## src/rtl/product_accumulator.sv

```systemverilog
// Accumulates multiplier products into frame sums and hands each frame out over a valid/ready handshake.
// Optional build macro SATURATE_EN: clamp the accumulator on overflow instead of wrapping.
`timescale 1ns/1ps
module product_accumulator #(
    parameter int PROD_W    = 4,
    parameter int ACC_W     = 12,
    parameter int FRAME_LEN = 8
) (
    input  logic              clk,
    input  logic              rst,
    input  logic              in_valid,
    output logic              in_ready,
    input  logic [PROD_W-1:0] in_prod,
    input  logic              flush,
    output logic              out_valid,
    input  logic              out_ready,
    output logic [ACC_W-1:0]  out_sum,
    output logic [7:0]        out_count,
    output logic              out_ovf
);

    typedef enum logic {ACCUM, DONE} state_t;

    localparam logic [7:0] LAST = 8'(FRAME_LEN - 1);

    state_t           state, state_next;
    logic [ACC_W-1:0] acc, acc_next;
    logic [7:0]       cnt, cnt_next;
    logic             ovf, ovf_next;
    logic [ACC_W:0]   sum_ext;
    logic             accept, out_take, frame_end;

    assign accept   = in_valid && in_ready;
    assign out_take = out_valid && out_ready;

    // One extra bit on the add exposes the carry that marks overflow.
    always_comb begin
        sum_ext  = {1'b0, acc} + {{(ACC_W + 1 - PROD_W){1'b0}}, in_prod};
        acc_next = acc;
        cnt_next = cnt;
        ovf_next = ovf;
        if (accept) begin
`ifdef SATURATE_EN
            acc_next = sum_ext[ACC_W] ? {ACC_W{1'b1}} : sum_ext[ACC_W-1:0];
`else
            acc_next = sum_ext[ACC_W-1:0];
`endif
            cnt_next = cnt + 8'd1;
            ovf_next = ovf | sum_ext[ACC_W];
        end
    end

    // A flush only closes a frame that holds at least one product.
    always_comb begin
        frame_end = (state == ACCUM) &&
                    ((accept && cnt == LAST) || (flush && (cnt != 8'd0 || accept)));
    end

    always_ff @(posedge clk or posedge rst) begin
        if (rst) begin
            state <= ACCUM;
        end else begin
            state <= state_next;
        end
    end

    always_comb begin
        state_next = state;
        case (state)
            ACCUM:   if (frame_end) state_next = DONE;
            DONE:    if (out_take)  state_next = ACCUM;
            default: state_next = ACCUM;
        endcase
    end

    always_comb begin
        in_ready  = (state == ACCUM);
        out_valid = (state == DONE);
    end

    always_ff @(posedge clk or posedge rst) begin
        if (rst) begin
            acc       <= '0;
            cnt       <= '0;
            ovf       <= 1'b0;
            out_sum   <= '0;
            out_count <= '0;
            out_ovf   <= 1'b0;
        end else if (out_take) begin
            acc <= '0;
            cnt <= '0;
            ovf <= 1'b0;
        end else begin
            acc <= acc_next;
            cnt <= cnt_next;
            ovf <= ovf_next;
            if (frame_end) begin
                out_sum   <= acc_next;
                out_count <= cnt_next;
                out_ovf   <= ovf_next;
            end
        end
    end

endmodule

```

## config.mk

```make
export PLATFORM = sky130hd
export DESIGN_NAME = product_accumulator
export DESIGN_NICKNAME = d
export VERILOG_FILES = /design/src/rtl/product_accumulator.sv
export SDC_FILE = /design/constraint.sdc
export NUM_CORES = 1
export LEC_CHECK = 0
export ABC_AREA = 1
export CAP_MARGIN = 20
export CORE_AREA = 2 2 87 89
export DETAILED_ROUTE_END_ITERATION = 10
export DIE_AREA = 0 0 89 91
export HOLD_SLACK_MARGIN = 0.05
export MAX_ROUTING_LAYER = met4
export PLACE_DENSITY = 0.51
export SYNTH_ARGS = -nofsm -noshare
export SYNTH_HDL_FRONTEND = slang
export SYNTH_SLANG_ARGS = --single-unit
```

## constraint.sdc

```tcl
create_clock -name clk -period 3.5 [get_ports clk]
set_input_delay 0.7 -clock clk [delete_from_list [all_inputs] [get_ports clk]]
set_output_delay 0.7 -clock clk [all_outputs]
set_load 0.1 [all_outputs]
```

Word-level counts from Yosys, hierarchy flattened
Cells that the tools add are included.
Widths: inputs -> output; s select.

operators by class
  add/subtract/negate cells = 2
  bitwise logic cells = 3
  eq/ne operators = 1
  reductions and logical operators = 9
  mux-type cells = 9

operators with widths
  kind                 number
  $mux 12              2
  $mux 8               2
  $add 12x4->13        1
  $add 8x1->8 const B  1
  $eq 8x3->1 const B   1
  $reduce_bool 8->1    1
  $logic_and 1x1->1    5
  $mux 1               4
  $logic_or 1x1->1     2
  $not 1->1            2
  $pmux 1 s2           1
  $reduce_and 2->1     1
  $or 1x1->1           1

word-level totals
  logic and storage cells = 31
  register bits after elaboration = 43
  output and inout bits = 23

Longest topological paths before layout
  depth in word-level cells = 8
  mapped depth = 11
  depth with buffers taken out = 10

Least setup slack after synthesis
OpenSTA, ideal clock, no wires.

  path kind = flip-flop to flip-flop
  start = register state, in the netlist out_valid
  end = register state, in the netlist out_valid
  cell stages (with the launch flop) = 11
  arrival = 2321 ps
  library setup time = 150 ps
  setup slack = 1029 ps
  buffers on the path = 1
  data required time = 3350 ps
  cells stage by stage = dfrtp_1 > inv_2 > nand2_4 > inv_4 > nor2_2 > nand2_1 > nand2_2 > nand2_2 > nand2_4 > buf_6 > o21ai_0

on the way
  cells in the longest elaborated chain, start to end = 8
  elaborated cells on any way between the ends = 11

RTL lines
  item                    line  RTL
  from (decl)             26    state_t state, state_next;
  from (signal assigned)  63    state <= state_next;
  $not 1->1 *             --
  net in_ready            12    output logic in_ready,
  $logic_and 1x1->1       33    assign accept = in_valid && in_ready;
  $logic_or 1x1->1        56    ((accept && cnt == LAST) || (flush && (cnt != 8'd0 || accept)));
  $logic_and 1x1->1       56
  $logic_or 1x1->1        56
  $logic_and 1x1->1       55    frame_end = (state == ACCUM) &&
  $mux 1                  70    ACCUM: if (frame_end) state_next = DONE;
  $pmux 1 s2 *            69    case (state)
  net state_next          26

Mark *: on every way through the listed nets, which the timed path passes. The rest lies on a longest branch.
A chain may end at the register's enable or synchronous reset.

Final worst setup path
  start = register state, in the netlist out_valid
  end = output port out_valid

RTL lines
  item       line  RTL
  to (decl)  15    output logic out_valid,

No word-level cell between the ends.

==> metrics list <==
* Clock Latency Late Sink: roughly 0.30 ns
- Each instance of the synthesized netlist takes up on average 8.31 um^2.
- Area of the multi-input gates: approximately 990 um^2
- Setup repair after global routing left no endpoint under its margin.
* Crit path setup slack, layout: just over 0.9 ns
- Hpwl dp: approximately 3400 um
- Hold Slack: 0.482 ns
- Entering global routing, the biggest net connects 32 pins.
- Boundary Pins: 32
* Ant diodes: 0
- Required time of the critical path: 2.80 ns
- Area growth from synthesis to layout: 22.1%
- Worst Skew: around 0.0077 ns
* Count of cells along the worst register-to-register path: 7
- After routing, the total negative slack on setup checks comes to 0 ns.
- Placement-stage worst setup slack: 0.796 ns
- Power density over cell area: 821 mW/mm^2
* CTS tree: yes
- Bufs and invs on worst path: 1
- Data arrival at the endpoint of the critical path: 1.89 ns
- Clock root buffer: clkbuf_8
* Most common cell after layout, fill and taps aside: nand2_1
- Static timing analysis puts the maximum clock frequency at 386 MHz.
* Number of distinct library cells after synthesis: 29
- Total GRT Usage: 13.7%
* Fraction of final layout cells with drive strength greater than 1: ~9.7%
- Floorplan die width: a little under 90 um
- Residual DRC count: 0
* Number of input and output port buffers inserted: 31
- The finished layout holds 399 standard cells, fillers aside.
- Critical path startpoint category: flop
- Once the clock tree was built, the resizer swapped 0 gates to a different size.
* Highest-delay cell along the critical path: clkdlybuf4s50_1
- Dividing the detail-routed wire length by the instance count gives 12.1 um.
- VDD sags by at most ~0.33 mV.
- Among cell families on the critical path, the largest total delay comes from buffers and inverters.
- Summing all flip-flop and latch instances after layout gives between 0.001 and 0.0015 mm^2.
- The initial antenna violation count was 0.
- The flow ran to the end, and the final reports show no timing, DRC or antenna violations.
- Synthesis produced a netlist with a net count of 282.
- Yosys Warn Count: 0
- For this run, the register share of the synthesized area comes to between 40% and 50%.
- Via count: roughly 1700
- For this design, the CTS-stage hold fixing added 0 buffers.
- The tool flagged a number of max-cap violations equal to 0.
- First DRT Iteration DRCs: 64
- In this run the vertical extent of the chip is slightly above 90 um.
- Clock tree buffer depth: 2
- In the finished design, the share of the clock period the worst path needs comes to about 74%.
* Number of nets with antenna violations after routing: 0
* Reg clk slew, reported paths: 0.08 ns
- Kind of end point of the critical path: output pin
- TritonCTS created 5 clock buffers.
- The number of hold-slack violations in the final timing report was 0.
- The first global-routing pass estimated 8310 um of wire.
- Tightest slew margin relative to the limit: roughly 34%
- The largest total area in the synthesized netlist belongs to dfrtp_1.
- The synthesized netlist occupies a cell area of around 0.0022 mm^2.
* Synthesized instance count: ~270
* Critical path fanouts, max: 4
- The die covers about 0.008 mm^2.
* Overall Power: roughly 2.2 mW
- The worst setup path is of the flop to output pin kind.
- Initial core utilization: 31.0%
* Final Setup Violations: 0
- In this run the number of cells on the critical path is 1.
- The congestion estimate from routability-driven global placement came to ~0.77.
- The max-slew violation total from the final report came to 0.
* Worst hold path class: flop to flop
- By area the synthesized netlist is led by dfrtp_1, nand2_1, nor2_1, ha_1, inv_1.
- Crit-path max cell delay: 1.16 ns
- After detailed routing, the number of vias per cell comes to roughly 4.4.
- Number of H-tree branching levels: 2
- The synthesized design contains 43 register bits.
* Clock period minus final worst setup slack: between 2 and 3 ns
- Most frequent cells in the layout: nand2_1, dfrtp_1, clkdlybuf4s50_1
- Post-CTS timing repair inserted 0 buffers for setup.
- Filler Cell Count: 780
- Area of the placeable core: 0.00714 mm^2
* Cell-by-cell trace of the critical path: clkdlybuf4s50_1
- The worst hold path was traced through 2 stages.
- The tree built by TritonCTS fans out to 43 sinks.
* Row count: 31
* Portion of synthesized cell area occupied by the leading cell type: between 40% and 50%
- For this run, the detailed router's first-pass iteration total came to 4.
- Global routing finished with a remaining overflow of 0.
* Placed Cells: slightly below 400
* Post-Route WL: just under 5000 um
- For the pin with the worst max-slew slack, the measured transition is 0.989 ns.
* Layout net count: ~320
- Via count of the first global-routing pass: approximately 1700
- Static power due to leakage: 1.33 nW
-- flip-flops by register name (all words and copies together) (netlist names) --
register / count
cnt: 8
acc: 12
out_count: 8
out_sum: 12
out_valid: 1
ovf: 1
out_ovf: 1
-- cell type report --
class	instances	area share (%)
Sequential cell	43	39.9
Tap cell	99	4.59
Inverter	22	3.15
Multi-Input combinational cell	195	36.6
Timing Repair Buffer	32	11.5
Clock buffer	6	3.06
Clock inverter	2	1.30
-- path summary, 6_finish.rpt --
check | start | to | slack (ns)
max reg2reg | acc[0] | out_sum[4] | 1.58
max in group asynchronous | rst | acc[10] | 2.07
max | out_valid | out_valid | 0.91
min in group asynchronous | rst | out_count[1] | 0.70
min reg2reg | out_count[5] | out_count[5] | 0.48
min | out_count[5] | out_count[5] | 0.48
-- report_power, final --
part           switching [mW]  internal [mW]  leakage (nW)
Combinational           0.852          0.273         0.692
Clock                   0.174          0.231        0.0612
Sequential             0.0772          0.608         0.577
-- logic make-up (layout without fill, tap and decap cells) --
kind of cell    count (synthesis)  after routing  synth area share (%)
fa+ha+maj                       7              7                  4.30
xor+xnor                        5              5                  1.98
mux                             2              2                 0.906
buf+inv                        28             62                  6.68
compound gates                 27             27                  7.75
simple gates                  154            154                  29.7
flops                          43             43                  48.7
-- cells in the mapped netlist (all sizes together) --
library cell	count
xnor2	1
inv	21
and2	2
a21oi	12
mux2i	2
buf	5
nand4	5
dfrtp	43
ha	6
nand3	13
clkinv	1
clkbuf	1
o21ai	14
xor2	4
nor3	4
fa	1
nor2	22
nand2	104
o21bai	1
nand3b	4
-- through the flow --
stage | instance area (um^2) | utilization, %
5_1_grt | 2700 | 37.8
4_1_cts | 2700 | 37.8
3_3_place_gp | 2580 | 36.2
2_1_floorplan | 2210 | -
3_5_place_dp | 2580 | 36.2
6_report | 2700 | 37.8
-- per-layer routing --
layer | global-route usage [%] | part of all wire (%) | vias to the layer above
li1 | - | - | 905
met1 | 18.0 | 48 | 811
met2 | 21.2 | 47 | 24
met3 | 2.27 | 3.1 | 8
met4 | 4.85 | 1.8 | 0
met5 | - | 0 | -
(Power assumes the default switching activity.)
==> RTL edit 1 (same flow settings) <==
Reset style: synchronous (`rst`), changed in 2 clocked blocks.
--- a/src/rtl/product_accumulator.sv
+++ b/src/rtl/product_accumulator.sv
@@ -56,7 +56,7 @@
                     ((accept && cnt == LAST) || (flush && (cnt != 8'd0 || accept)));
     end
 
-    always_ff @(posedge clk or posedge rst) begin
+    always_ff @(posedge clk) begin
         if (rst) begin
             state <= ACCUM;
         end else begin
@@ -78,7 +78,7 @@
         out_valid = (state == DONE);
     end
 
-    always_ff @(posedge clk or posedge rst) begin
+    always_ff @(posedge clk) begin
         if (rst) begin
             acc       <= '0;
             cnt       <= '0;
Function: differs if rst is asserted again (counterexample within 4 cycles, from zero or initial values and one cycle with rst high); with rst held inactive, the same outputs for 4 cycles.
==> RTL edit 1 against the original RTL <==
  * Register-to-register slack lost 0.07 ns
  * Die area is the same
  * Fmax grew 4.6%
  * Area after synthesis shrank 2.9%
  * Hold slack lost 0.021 ns
  * First-iteration DRC count grew 13%
  * Final area shrank 3.3%
  * Worst setup slack gained 0.11 ns
  * Global-route usage shrank 0.75 points
  * Utilization shrank 1.3 points
  * Wire length shrank 4.0%
  * Sequential cell count is the same
  * Critical path type unchanged
Power is not compared: it rests on default switching activity, and its combinational part moved more than twofold at a synthesized area within 25%.
==> RTL edit 1: results (changes against the original RTL) <==
status=completed; root buffer cell=clkbuf_8; ys flop type=dfxtp_1; RR Startpoint=out_valid$_SDFF_PP0_; Via-to-Cell Ratio=4.297 (-1.9%); Clock Tree Buf Depth=2 (unchanged); Synth cell types=30 (+3.4%); FFs w/ async S/R, synth=0 (-1.000); largest net degree at the start of global routing=28 (-13%); number of CTS-inserted buffers=5 (unchanged); drt wl/cell=10.49 µm (-13%); Hold WS=0.4612 ns (-0.02072 ns); Post-DP Area=2507 µm² (-2.9%); Setup crit end=out_sum[6]; DP Wirelength=3350 µm (-2.8%); critical path's largest stage delay=1.14 ns (-0.02 ns); largest registers=acc x12, out_sum x12; worst hold start=ovf$_SDFF_PP0_; leak pwr=1.143 nW; R2R cell count=10 (+3); Reg-to-Reg End=out_sum[3]$_SDFFE_PP0P_; Antenna Nets Post-Route=0 (unchanged); layout cells sized above 1=0.05263 (-0.04404); Crit path max-delay family=buffers and inverters; first-pass GRT wire length=8238 µm (-0.83%); relative slew slack=0.3475 (+0.008677); CP Launch Point=out_sum[6]$_SDFFE_PP0P_; critical path arrival=1.77 ns (-0.12 ns); top cells by count, synth=86 x nand2_1, 55 x nor2_1, 43 x dfxtp_1; Clock Latency Late Sink=0.29 ns; CP max FO=2 (-2); Hold Path End=ovf$_SDFF_PP0_; vias in the first global route=1864 (+7.2%); Fillers=812 (+4.1%); Synthesis Warnings=0 (unchanged); Total GRT Usage=0.1294 (-0.007495); Initial DRT Pass Iterations=4 (unchanged); reg-to-reg slack, setup=1.51 ns (-0.07 ns); clk_skew=0.006736 ns (-0.0009206 ns); I/O Buffers=31 (unchanged); EDFF count, synth=0 (unchanged); cell count of the worst hold path=2 (unchanged); VDD IR max=0.0002817 V; final net count=358 (+14%); syn_nets=331 (+17%); register area share after synthesis=0.4009 (-0.08577); drt first-iter violations=72 (+13%); GP Congestion=0.8054 (+4.9%); dominant cells by area after synthesis=dfxtp_1 40%, nand2_1 15%, nor2_1 9.6%, inv_1 6.3%, nand3_1 5.6%; cells resized by post-CTS repair=0 (unchanged); hold crit path type=register to register
RTL edit 1: cell count changes in the layout (fill, tap and decap cells not counted), moves of 3 or more:
cell / delta
nand3_1: +11
dfxtp_1: +43
inv_1: +18
nor2_1: +34
o21ai_2: -8
a21oi_1: +11
dfrtp_1: -43
nand2_1: -13
nand4_1: -3
RTL edit 1: cells by family after synthesis:
family | Yosys count | share of synthesized area
multiplexers | 2 | 0.009324
flip-flops | 43 | 0.4009
adder cells (fa/ha/maj) | 7 | 0.04429
AND/OR/NAND/NOR | 181 | 0.3590
buffers and inverters | 49 | 0.09965
AO/OA/AOI/OAI | 28 | 0.06644
XOR/XNOR | 5 | 0.02040
RTL edit 1: cell type report:
type / count / area share
Sequential cell: 43 / 0.3298
Timing Repair Buffer: 31 / 0.1170
Multi-Input combinational cell: 223 / 0.4108
Inverter: 38 / 0.05561
Tap cell: 99 / 0.04746
Clock buffer: 6 / 0.02780
Clock inverter: 1 / 0.01151
RTL edit 1: per-stage QoR:
stage	power, W	setup WS (ns)	std cells	utilization
after global routing	0.001481	0.8650	441	0.3657
after detailed placement	0.001051	0.8079	434	0.3513
after floorplan	0.0009549	0.8237	315	-
after CTS	0.001428	1.005	441	0.3657
after global placement	0.001051	0.8212	434	0.3513
final	0.001409	1.026	441	0.3657
RTL edit 1: power by group:
group | switching [W] | internal, W
clock | 0.000166 | 0.000209
sequential | 0.0000236 | 0.000529
combinational | 0.000364 | 0.000119
RTL edit 1: per-layer routing:
metal	global-route usage	share of wire	up-vias
met5	-	0	-
met4	0.02861	0.0093	0
met3	0.02818	0.032	5
met1	0.1575	0.48	836
li1	-	-	1029
met2	0.2177	0.48	25
==> RTL edit 2 (same flow settings) <==
Made on the original files. Add a define of `SATURATE_EN`.
--- a/src/rtl/product_accumulator.sv
+++ b/src/rtl/product_accumulator.sv
@@ -1,6 +1,8 @@
 // Accumulates multiplier products into frame sums and hands each frame out over a valid/ready handshake.
 // Optional build macro SATURATE_EN: clamp the accumulator on overflow instead of wrapping.
 `timescale 1ns/1ps
+`define SATURATE_EN
+
 module product_accumulator #(
     parameter int PROD_W    = 4,
     parameter int ACC_W     = 12,
Check against the original RTL: no difference found for any inputs over 4 cycles, from zero or initial values and one cycle with rst high; that may be too few to reach the edited logic, so the function may still have changed.
==> RTL edit 2 against the original RTL <==
  * Worst setup slack better by 0.066 ns
  * Clock skew is 0.0024 ns higher
  * Fmax up 2.6%
  * Final area increased by 1.4%
  * Clock power fell by 19%
  * Area after synthesis up 1.8%
  * Sequential share of layout area decreased by 0.55 points
  * Global-route usage decreased by 0.21 points
  * Via count increased by 2.3%
  * Sequential cell count stayed put
  * Wire length rose by 0.12%
  * Power fell by 5.0%
  * Critical path depth unchanged
==> RTL edit 2: results (changes against the original RTL) <==
layout cells sized above 1=0.08946 (-0.007210); GP Congestion=0.9208 (+20%); non-clock buffer count=33 (+3.1%); met2 routed WL=2277 µm (+1.2%); first-pass GRT wire length=8300 µm (about the same); vias in the first global route=1772 (+2.0%); multi-input gate share of total cell area=0.3624 (-0.003185); Synth cell types=28 (-3.4%); top cells by count, synth=98 x nand2_1, 43 x dfrtp_1, 32 x inv_1; I/O Buffers=31 (unchanged); leak pwr=1.361 nW (+2.4%); critical path's largest stage delay=1.14 ns (-0.02 ns); P_clk=0.000327 W (-19%); FFs & Latches=43 (unchanged); DP Wirelength=3473 µm (+0.73%); met1 WL=2314 µm (-0.90%); CP Launch Point=out_sum[4]$_DFFE_PP0P_; Non-clock buffers, area share=0.1170 (+0.002080); final-layout clock-cell area share=0.03428 (-0.009281); reg-to-reg slack, setup=1.56 ns (-0.02 ns); VDD IR max=0.0004229 V (+28%); Total GRT Usage=0.1347 (-0.002127); Via-to-Cell Ratio=4.342 (-0.88%); Fillers=766 (-1.8%); drt first-iter violations=89 (+39%); slew of the pin with the lowest slew margin=0.9764 ns (-0.01230 ns); Comb. pwr=0.00109 W (-4%); Setup crit end=out_sum[4]; R2R cell count=10 (+3); Reg-to-Reg End=out_sum[7]$_DFFE_PP0P_; syn_nets=294 (+4.3%); clk_skew=0.01009 ns (+0.002430 ns); # clk buffers=5 (-1); critical path arrival=1.82 ns (-0.07 ns); register area share after synthesis=0.4780 (-0.008657); multi-input gates=194 (-0.51%); Global Route met3 Usage=0.02727 (+0.004545); worst hold start=out_sum[1]$_DFFE_PP0P_; Hold Path End=out_sum[1]$_DFFE_PP0P_; Switching Fraction=0.5181 (+0.01993); largest net degree at the start of global routing=34 (+6.3%); CP max FO=2 (-2); metal3 WL=174 µm (+18%); met2 usage in global routing=0.2170 (+0.004975); status=completed
[RTL edit 2: through the flow]
step	area, µm²	setup slack [ns]	hold WS (ns)	instances	power [W]
2_1_floorplan	2251	1.239	0.4465	278	0.001578
5_1_grt	2738	0.9098	0.5119	412	0.002248
4_1_cts	2738	0.9529	0.4880	412	0.002142
3_5_place_dp	2644	0.7971	0.4641	404	0.001800
3_3_place_gp	2644	0.8304	0.4661	404	0.001798
6_report	2738	0.9766	0.4853	412	0.002105
[RTL edit 2: kinds of logic (layout without fill, tap and decap cells)]
| family | after synthesis | in the layout | synth area share |
|---|---|---|---|
| flip-flops | 43 | 43 | 0.4780 |
| buffers and inverters | 41 | 76 | 0.08116 |
| adder cells (fa/ha/maj) | 7 | 7 | 0.04225 |
| XOR/XNOR | 7 | 7 | 0.02724 |
| AND/OR/NAND/NOR | 157 | 157 | 0.3174 |
| AO/OA/AOI/OAI | 23 | 23 | 0.05392 |
